### src/rtl/scarv_cop_insn_fifo.sv
// rtl/scarv_cop_insn_fifo.sv - in-order issue buffer between CPU coprocessor port and ISE decoder
module scarv_cop_insn_fifo #(
    parameter int DEPTH = 2,
    parameter int TAG_W = 3
) (
    input  logic              g_clk,
    input  logic              g_resetn,
    input  logic              cpu_insn_req,
    output logic              cpu_insn_ack,
    input  logic [31:0]       cpu_insn_enc,
    input  logic [31:0]       cpu_rs1,
    input  logic              flush,
    output logic              id_valid,
    input  logic              id_ready,
    output logic [31:0]       id_encoded,
    output logic [31:0]       id_rs1_val,
    output logic [TAG_W-1:0]  id_tag,
    output logic [3:0]        fifo_count
);

    localparam int PTR_W = (DEPTH > 1) ? $clog2(DEPTH) : 1;
    localparam logic [3:0] DEPTH_C = 4'(DEPTH);

    logic [63:0]      mem [DEPTH];
    logic [PTR_W-1:0] wr_ptr;
    logic [PTR_W-1:0] rd_ptr;
    logic [3:0]       count;
    logic [TAG_W-1:0] tag_ctr;

    logic full;
    logic push;
    logic pop;
    logic [63:0] head;

    assign full = (count == DEPTH_C);

    // No pass-through: a same-cycle pop never frees a slot for the offered word.
    // Held low in reset so nothing looks accepted while state is being cleared.
    assign cpu_insn_ack = cpu_insn_req & ~full & ~flush & g_resetn;
    assign push         = cpu_insn_req & cpu_insn_ack;

    assign id_valid = (count != 4'd0);
    // A pop coinciding with flush is killed and must not advance the tag.
    assign pop      = id_valid & id_ready & ~flush;

    assign head       = mem[rd_ptr];
    assign id_encoded = id_valid ? head[63:32] : 32'd0;
    assign id_rs1_val = id_valid ? head[31:0]  : 32'd0;
    assign id_tag     = tag_ctr;
    assign fifo_count = count;

    always_ff @(posedge g_clk) begin
        if (push) begin
            mem[wr_ptr] <= {cpu_insn_enc, cpu_rs1};
        end
    end

    always_ff @(posedge g_clk or negedge g_resetn) begin
        if (!g_resetn) begin
            wr_ptr <= '0;
            rd_ptr <= '0;
            count  <= 4'd0;
        end else if (flush) begin
            wr_ptr <= '0;
            rd_ptr <= '0;
            count  <= 4'd0;
        end else begin
            if (push) begin
                wr_ptr <= wr_ptr + PTR_W'(1);
            end
            if (pop) begin
                rd_ptr <= rd_ptr + PTR_W'(1);
            end
            case ({push, pop})
                2'b10:   count <= count + 4'd1;
                2'b01:   count <= count - 4'd1;
                default: count <= count;
            endcase
        end
    end

    // Tags survive flush so killed instructions' tags are not reissued before wrap.
    always_ff @(posedge g_clk or negedge g_resetn) begin
        if (!g_resetn) begin
            tag_ctr <= '0;
        end else if (pop) begin
            tag_ctr <= tag_ctr + TAG_W'(1);
        end
    end

endmodule
### config.mk
export PLATFORM = sky130hd
export DESIGN_NAME = scarv_cop_insn_fifo
export DESIGN_NICKNAME = d
export VERILOG_FILES = /design/src/rtl/scarv_cop_insn_fifo.sv
export SDC_FILE = /design/constraint.sdc
export NUM_CORES = 1
export LEC_CHECK = 0
export CAP_MARGIN = 15
export CORE_MARGIN = 1.5
export CORE_UTILIZATION = 52
export CTS_BUF_LIST = sky130_fd_sc_hd__clkbuf_4 sky130_fd_sc_hd__clkbuf_8 sky130_fd_sc_hd__clkbuf_16
export CTS_CLUSTER_SIZE = 30
export DETAILED_ROUTE_END_ITERATION = 10
export HOLD_SLACK_MARGIN = 0.15
export PLACE_DENSITY = 0.92
export RECOVER_POWER = 100
export SYNTH_ARGS = -nofsm -noshare
export SYNTH_HDL_FRONTEND = slang
export SYNTH_SLANG_ARGS = --single-unit
### constraint.sdc
create_clock -name g_clk -period 7.1 [get_ports g_clk]
set_input_delay 1.065 -clock g_clk [delete_from_list [all_inputs] [get_ports g_clk]]
set_output_delay 1.065 -clock g_clk [all_outputs]
set_load 0.005 [all_outputs]
==> impl_metrics.json, run 1 <==
{
  "p_seq_share_pct": 36.1,
  "gp_congestion": 0.8232,
  "post-cts-setup-buffer-count": 0,
  "via_count": 3331,
  "setup.worst_path.class": "primary input to flop",
  "critical-path-top-delay-family": "buffers and inverters",
  "synth_fa_ha_area_share_pct": 0.8752,
  "chipHeight_um": 105.2,
  "synth.distinct_cells": 36,
  "io_buffer_count": 141,
  "required_ps": 7120,
  "yosys.area_share.simple_pct": 7.508,
  "power.density_nw_per_um2": 375.7,
  "vias_per_cell": 5.237,
  "outcome": "finished, violations left",
  "wl_um": 10820,
  "grt_usage_pct": 20.24,
  "worstPathArrival_ps": 5390,
  "ioPinCount": 142,
  "clk_path_buf_depth": 2,
  "fmax_mhz": 186.5,
  "switching_share_pct": 28.27,
  "layout_common_cells": "138 x dlygate4sd3_1, 128 x edfxtp_1, 70 x nor2_1",
  "initial_utilization_pct": 53.10,
  "ys_seq_area_share_pct": 74.90,
  "ant_nets": 0,
  "dr.pass1.iters": 4,
  "final_common_cell": "dlygate4sd3_1",
  "synth-xor-area-share_pct": 0.9673,
  "fin_nets": 559,
  "grt_setup_unrepaired": "false",
  "hold_depth": 1,
  "cp-start-kind": "primary input",
  "comb_power_share_pct": 31.1,
  "synth_cells": 340,
  "synth_area_leaders": "edfxtp_1 71%, mux2i_1 12%, nor2_1 4.8%",
  "final_hold_viol_count": 0,
  "n_antenna_cell": 0,
  "drc": 0,
  "yosysTopAreaCellShare_pct": 70.75,
  "core_area_um2": 10230,
  "overflow": 0,
  "yosys.area.top_type": "edfxtp_1",
  "cts-root-buf": "clkbuf_8",
  "slowest_stage": "clkbuf_1",
  "synth-seq-cells": 137,
  "synth_mux_area_share_pct": 12.46,
  "rr_worst_depth": 4,
  "cts_hold_buffers": 0,
  "r2r-end": "mem[1][16]$_DFFE_PP_",
  "fillCellCount": 644,
  "routedWlPerCell_um": 17.01,
  "synth.net_count": 412,
  "path_max_fanout": 64,
  "setup_violations": 0,
  "antenna_found_initial": 1,
  "grt_pass1_wl_um": 16860,
  "dieArea_um2": 11070,
  "hold_slack_ps": 478.4,
  "hp-start": "id_tag[2]$_DFFE_PN0P_",
  "period_needed_ps": 5362,
  "internal-power_w": 0.002049,
  "clock_sink_count": 137,
  "violations": "capacitance limit, slew limit",
  "rows": 37,
  "ctsResizeCount": 0,
  "rr_startpoint": "fifo_count[1]$_DFFE_PN0P_",
  "p_clk_share_pct": 32.8,
  "min_path_type": "flop to flop",
  "slew_headroom_pct": -145.6,
  "drt_iter0_drc": 178,
  "vdd_drop_max_mv": 0.2089,
  "tightest_slew_ps": 3683,
  "synth-compound-area-share_pct": 1.704,
  "layout-drive-gt1-share_pct": 8.400,
  "dieWidth_um": 105.2,
  "maxCapViolCount": 3,
  "tns_ps": 0,
  "min_to": "id_tag[2]$_DFFE_PN0P_",
  "avgSynthCellArea_um2": 15.98,
  "grt_max_degree": 66,
  "maxSlewViolCount": 139,
  "cp-end-kind": "flop",
  "crit_chain": "dlygate4sd3_1, nand2_1, nor3b_4, and2_2, clkbuf_1",
  "path_buf_inv": 2,
  "grt_pass1_vias": 3433,
  "yosys_warnings": 0,
  "period_share_pct": 75.52,
  "cts_tree": "built",
  "power.switching_w": 0.0008078,
  "slowest_delay_ps": 2590,
  "path_clk_slew_ps": 60,
  "synthToLayoutAreaGrowth_pct": 39.98,
  "h-tree-depth": 4,
  "clk_latency_ps": 500,
  "synth_area_um2": 5433,
  "p_leak_nw": 2.755,
  "skew_ps": 3.281,
  "regToRegSetupSlack_ps": 2710,
  "dp_hpwl_um": 7076,
  "numCtsBuffers": 17,
  "synth_top_family_by_area": "multiplexers"
}
[sequential cells by signal, summed over array words and instances (netlist names)]
register	flops
mem	128
id_tag	3
wr_ptr	1
rd_ptr	1
fifo_count	4
[through the flow]
step | instance area [um^2] | std cells | setup slack [ps] | utilization, % | power [W]
after floorplan | 5433 | 340 | 2184 | - | 0.001456
after global placement | 6987 | 604 | 2915 | 68.29 | 0.002024
after detailed placement | 6987 | 604 | 2739 | 68.29 | 0.002056
after CTS | 7631 | 636 | 2937 | 74.59 | 0.003004
after global routing | 7605 | 636 | 1413 | 74.33 | 0.003011
final | 7605 | 636 | 1738 | 74.33 | 0.002857
[cell usage after synthesis]
cell type    n
edfxtp_1   128
inv_2        1
o221ai_1     1
dfrtp_1      9
buf_2        6
mux2_4       1
nand2b_1     1
buf_1        5
a31o_2       1
or4b_4       1
xnor2_1      4
o21ai_0      2
nor4_2       1
o311ai_1     1
mux2i_1     65
nor3_2       1
a31oi_1      1
o32ai_1      1
and2_1       1
nand3_1      1
maj3_1       1
ha_1         3
xor2_1       2
or2_2        1
mux2_1       1
a32oi_1      1
nor2b_1      3
a21oi_1      5
nor2_1      70
buf_6        1
inv_1        1
nor3b_4      1
nor3_1       2
o31ai_1      1
nand2_1     10
clkbuf_1     5
[per-layer routing]
layer / GRT usage, % / part of all wire [%] / vias to the layer above
met1: 24.21 / 39 / 1613
met5: 0 / 0.065 / -
met2: 35.39 / 54 / 140
met3: 5.133 / 5.4 / 16
met4: 7.534 / 1.5 / 2
li1: - / - / 1560
[how the worst max path moves through the flow]
stage	from	to	slack, ps	cells after the start
final	g_resetn	mem[1][16]$_DFFE_PP_	1740	5
after global routing	g_resetn	mem[1][10]$_DFFE_PP_	1410	5
after CTS	g_resetn	cpu_insn_ack	2940	4
after detailed placement	g_resetn	mem[0][10]$_DFFE_PP_	2740	5
after global placement	g_resetn	mem[0][51]$_DFFE_PP_	2910	5
after floorplan	flush	mem[0][0]$_DFFE_PP_	2180	3
[worst reg2reg max path, delay by kind of cell, from the launching register on]
family / cells / cell delay (ps)
buf+inv: 1 / 2590
simple gates: 3 / 780
flops: 1 / 510
[final cells by class]
cell class                      count  area [um^2]  share of cell area (%)
Inverter                            2        7.507                 0.09872
Sequential cell                   137         4073                   53.55
Tap cell                          136        170.2                   2.238
Multi-Input combinational cell    184         1280                   16.83
Clock buffer                       18        421.7                   5.545
Timing Repair Buffer              145         1430                   18.81
Clock inverter                     14        222.7                   2.929
[cell families after synthesis]
kind of cell,count (synthesis)
compound gates,14
xor+xnor,6
fa+ha+maj,4
buf+inv,19
flops,137
mux,67
simple gates,93
[power groups by stage]
stage	clock [W]	sequential, W	combinational, W
floorplan	0	0.000986	0.000470
global placement	0	0.00105	0.000978
detailed placement	0	0.00105	0.00100
CTS	0.000953	0.00104	0.00101
global route	0.000990	0.00104	0.000980
finish	0.000937	0.00103	0.000889
(Power assumes the default switching activity.)
==> inputs of run 2 (changes only) <==
- CORE_UTILIZATION: 52 -> 44
- PLACE_DENSITY: 0.92 -> 0.83
- clock period: 7.1 -> 4.85 ns (I/O delays scaled with it)
==> run 2 against run 1 <==
The flow now finishes without violations. Worst setup slack lost 820 ps. Final area shrank 0.48%. Clock power grew 33%. Clock skew grew 5.0 ps. Total power grew 42%. Critical path type is now primary input to primary output. Largest cell class unchanged.
==> impl_metrics.json, run 2 (synthesis results as in run 1) <==
{
  "slew_headroom_pct": 23.18,
  "clk_latency_ps": 410,
  "skew_ps": 8.262,
  "grt_max_degree": 68,
  "post-cts-setup-buffer-count": 0,
  "initial_utilization_pct": 45.23,
  "dr.pass1.iters": 4,
  "p_leak_nw": 2.744,
  "period_share_pct": 80.99,
  "fin_nets": 558,
  "fillCellCount": 916,
  "top_register": "mem",
  "synthToLayoutAreaGrowth_pct": 39.31,
  "cts-root-buf": "clkbuf_16",
  "grt.met2_usage_pct": 29.20,
  "dpl.cell_count": 614,
  "fmax_mhz": 254.6,
  "maxCapViolCount": 0,
  "numCtsBuffers": 17,
  "drt_iter0_drc": 233,
  "ioPinCount": 142,
  "cts_hold_buffers": 0,
  "fin_area_um2": 7569,
  "setup_violations": 0,
  "grt_setup_unrepaired": "false",
  "ant_nets": 0,
  "final_hold_viol_count": 0,
  "clock_sink_count": 137,
  "grtUsageMet1_pct": 19.68,
  "cp-end-kind": "primary output",
  "wl_um": 10660,
  "chipHeight_um": 114.1,
  "multi_input_area_um2": 1269,
  "gp_congestion": 0.8817,
  "core_area_um2": 12010,
  "setup.worst_path.class": "primary input to primary output",
  "routedWlPerCell_um": 16.44,
  "grt_pass1_vias": 3480,
  "dieArea_um2": 13020,
  "path_max_fanout": 12,
  "period_needed_ps": 3928,
  "power.density_nw_per_um2": 534.9,
  "antenna_found_initial": 2,
  "vdd_drop_max_mv": 0.2813,
  "grt-busiest-layer": "met2",
  "grt_pass1_wl_um": 16620,
  "tightest_slew_ps": 1152,
  "worstPathArrival_ps": 3200,
  "io_buffer_count": 141,
  "min_path_type": "flop to flop",
  "required_ps": 4120,
  "layout_setup_ws_ps": 921.8,
  "fin_cells": 648,
  "seqCellArea_um2": 4073,
  "dieWidth_um": 114.1,
  "overflow": 0,
  "drc": 0,
  "final_common_cell": "dlygate4sd3_1",
  "tns_ps": 0,
  "vias_per_cell": 5.040,
  "maxSlewViolCount": 0,
  "ctsResizeCount": 0,
  "layout-drive-gt1-share_pct": 7.816,
  "post-place-ws_ps": 1253,
  "grt.met3_usage_pct": 5.558,
  "largest_register_ffs": 128,
  "rows": 40,
  "postPlaceCellArea_um2": 7005,
  "cts_tree": "built",
  "grt_usage_pct": 17.10,
  "final_util_pct": 63.01,
  "via_count": 3266,
  "cp-start-kind": "primary input",
  "dp_hpwl_um": 6819,
  "outcome": "complete, no violations",
  "layout_common_cells": "138 x dlygate4sd3_1, 128 x edfxtp_1, 70 x nor2_1",
  "path_clk_slew_ps": 50,
  "h-tree-depth": 4,
  "clk_path_buf_depth": 2
}
run 2: cell types whose count changed in the layout (fill, tap and decap cells not counted), moves of 2 or more:
| cell | previous run | this run |
|---|---|---|
| clkbuf_1 | 3 | 0 |
| clkinv_1 | 1 | 4 |
| clkinv_2 | 1 | 4 |
| bufinv_16 | 5 | 3 |
| clkinv_4 | 5 | 3 |
| diode_2 | 0 | 2 |
run 2: worst max-delay path, cell delays in order:
cell and delay [ps]:
dlygate4sd3_1 840, nand2_1 260, nor3b_1 690, dlygate4sd3_1 680
run 2: routing by layer:
layer	part of all wire (%)	wire (um)
met4	2.0	210
met5	0	0
met2	52	5520
met3	6.0	637
met1	40	4287
run 2: area by class of cell:
cell class | count | area share, %
sequential | 137 | 53.81
clock inverter | 15 | 2.100
antenna | 2 | 0.06613
clock buffer | 17 | 5.621
tap | 147 | 2.430
multi-input combinational | 184 | 16.76
timing repair buffer | 144 | 19.11
inverter | 2 | 0.09919
run 2: path summary, 6_finish.rpt:
check | from | endpoint | slack, ps | cells after the start
max in group asynchronous | g_resetn | rd_ptr$_DFFE_PN0P_ | 3760 | 1
min in group asynchronous | g_resetn | id_tag[2]$_DFFE_PN0P_ | 720 | 1
hold / removal | id_tag[2]$_DFFE_PN0P_ | id_tag[2]$_DFFE_PN0P_ | 470 | 1
setup reg to reg | fifo_count[0]$_DFFE_PN0P_ | fifo_count[3]$_DFFE_PN0P_ | 1880 | 7
setup / recovery | g_resetn | cpu_insn_ack | 920 | 4
hold reg to reg | id_tag[2]$_DFFE_PN0P_ | id_tag[2]$_DFFE_PN0P_ | 470 | 1
run 2: where the power goes:
group / switching (W) / internal [W] / total (W)
sequential: 0.000132 / 0.00138 / 0.00151
clock: 0.000454 / 0.000797 / 0.00125
combinational: 0.000575 / 0.000712 / 0.00129
run 2: per-stage QoR:
step	hold WS, ps	total power, W
after floorplan	431.9	0.002132
after global placement	459.8	0.002963
after detailed placement	477.0	0.003002
after CTS	488.2	0.004259
after global routing	513.8	0.004257
final	473.2	0.004048
==> inputs of run 3 (changes only) <==
- CORE_UTILIZATION: 44 -> 49
- PLACE_DENSITY: 0.83 -> 0.87
- clock period: 4.85 -> 4 ns (I/O delays scaled with it)
==> run 3 against run 2 <==
Sequential power grew 19%. Critical endpoint unchanged. Clock power grew 22%. Critical path type unchanged. Global-route usage grew 2.7 points. Critical path depth grew 1. Via count grew 2.4%. Wire length grew 2.3%.
==> impl_metrics.json, run 3 (synthesis results as in run 1) <==
{
  "path_max_fanout": 12,
  "wl_um": 10900,
  "dr.pass1.iters": 5,
  "rows": 38,
  "post-cts-setup-buffer-count": 0,
  "fin_area_um2": 7576,
  "layout-drive-gt1-share_pct": 8.946,
  "slowest_stage": "clkdlybuf4s50_1",
  "outcome": "complete, no violations",
  "slew_headroom_pct": 40.45,
  "largest_register_ffs": 128,
  "cts-root-buf": "clkbuf_8",
  "dieWidth_um": 108.3,
  "top_register": "mem",
  "vdd_drop_max_mv": 0.3409,
  "skew_ps": 7.405,
  "routedWlPerCell_um": 16.95,
  "antenna_found_initial": 0,
  "ant_nets": 0,
  "maxCapViolCount": 0,
  "power.density_nw_per_um2": 649.9,
  "min_path_type": "flop to flop",
  "overflow": 0,
  "slowest_delay_ps": 570,
  "post-place-ws_ps": 821.1,
  "grt_usage_pct": 19.81,
  "setup.worst_path.class": "primary input to primary output",
  "clock_sink_count": 137,
  "maxSlewViolCount": 0,
  "via_count": 3345,
  "h-tree-depth": 4,
  "ctsResizeCount": 0,
  "core_area_um2": 10840,
  "period_needed_ps": 3407,
  "cp-end-kind": "primary output",
  "clk_latency_ps": 510,
  "worstPathArrival_ps": 2810,
  "fmax_mhz": 293.5,
  "numCtsBuffers": 17,
  "final_hold_viol_count": 0,
  "clk_path_buf_depth": 2,
  "p_leak_nw": 2.748,
  "ioPinCount": 142,
  "tns_ps": 0,
  "gp_congestion": 0.8257,
  "critical-path-top-delay-family": "buffers and inverters",
  "grt_setup_unrepaired": "false",
  "required_ps": 3400,
  "postPlaceCellArea_um2": 7034,
  "synthToLayoutAreaGrowth_pct": 39.45,
  "fillCellCount": 775,
  "io_buffer_count": 141,
  "crit_chain": "clkdlybuf4s50_1, clkbuf_1, nand2_1, nor3b_4, clkdlybuf4s50_1",
  "drt_iter0_drc": 175,
  "n_antenna_cell": 0,
  "cts_tree": "built",
  "initial_utilization_pct": 50.12,
  "fin_nets": 563,
  "tightest_slew_ps": 893.3,
  "crit_top_cell": "clkdlybuf4s50_1",
  "layout_setup_ws_ps": 593.2,
  "chipHeight_um": 108.3,
  "path_clk_slew_ps": 60,
  "period_share_pct": 85.17,
  "dieArea_um2": 11730,
  "cp-start-kind": "primary input",
  "path_buf_inv": 3,
  "grt_max_degree": 37,
  "grt_pass1_vias": 3412,
  "cts_hold_buffers": 0,
  "layout_common_cells": "135 x dlygate4sd3_1, 128 x edfxtp_1, 70 x nor2_1",
  "drc": 0,
  "p_total_w": 0.004923,
  "setup_violations": 0,
  "dp_hpwl_um": 7248,
  "final_common_cell": "dlygate4sd3_1",
  "vias_per_cell": 5.202,
  "grt_pass1_wl_um": 17210
}
==> run 3: cell types whose count changed in the layout (fill, tap and decap cells not counted), moves of 2 or more <==
cell / delta
clkbuf_4: +2
clkinv_2: -2
clkbuf_2: +5
clkinvlp_4: +3
dlygate4sd3_1: -3
clkinv_1: -3
clkinv_4: -2
clkdlybuf4s50_1: +3
diode_2: -2
==> run 3: worst paths after layout <==
path / cells past startpoint / slack (ps) / end / from
hold / removal: 1 / 490 / id_tag[2]$_DFFE_PN0P_ / id_tag[2]$_DFFE_PN0P_
setup reg to reg: 7 / 1250 / fifo_count[3]$_DFFE_PN0P_ / fifo_count[0]$_DFFE_PN0P_
hold reg to reg: 1 / 490 / id_tag[2]$_DFFE_PN0P_ / id_tag[2]$_DFFE_PN0P_
max in group asynchronous: 2 / 3030 / rd_ptr$_DFFE_PN0P_ / g_resetn
min in group asynchronous: 2 / 530 / id_tag[2]$_DFFE_PN0P_ / g_resetn
setup / recovery: 5 / 590 / cpu_insn_ack / g_resetn
==> run 3: power breakdown <==
group / internal [W] / switching, W
Sequential: 0.00167 / 0.000116
Combinational: 0.000874 / 0.000746
Clock: 0.000956 / 0.000559
==> run 3: area by class of cell <==
| type | count | area [um^2] | area share, % |
|---|---|---|---|
| multi-input combinational | 184 | 1272 | 16.80 |
| inverter | 2 | 7.507 | 0.09909 |
| clock buffer | 19 | 429.2 | 5.665 |
| sequential | 137 | 4073 | 53.76 |
| timing repair buffer | 149 | 1468 | 19.37 |
| clock inverter | 12 | 151.4 | 1.998 |
| tap | 140 | 175.2 | 2.312 |
==> run 3: routing by layer <==
layer | GRT usage (%) | wire [um] | up-vias
met5 | 0 | 0 | -
met4 | 6.485 | 92 | 0
met3 | 6.510 | 587 | 10
met2 | 32.87 | 5703 | 126
met1 | 24.61 | 4513 | 1652
li1 | - | - | 1557
==> run 3: stage by stage <==
stage / hold slack, ps / std cells / utilization (%)
after floorplan: 304.4 / 340 / -
after global placement: 476.1 / 612 / 64.89
after detailed placement: 469.9 / 612 / 64.89
after CTS: 360.9 / 643 / 70.24
after global routing: 529.9 / 643 / 69.89
final: 486.9 / 643 / 69.89
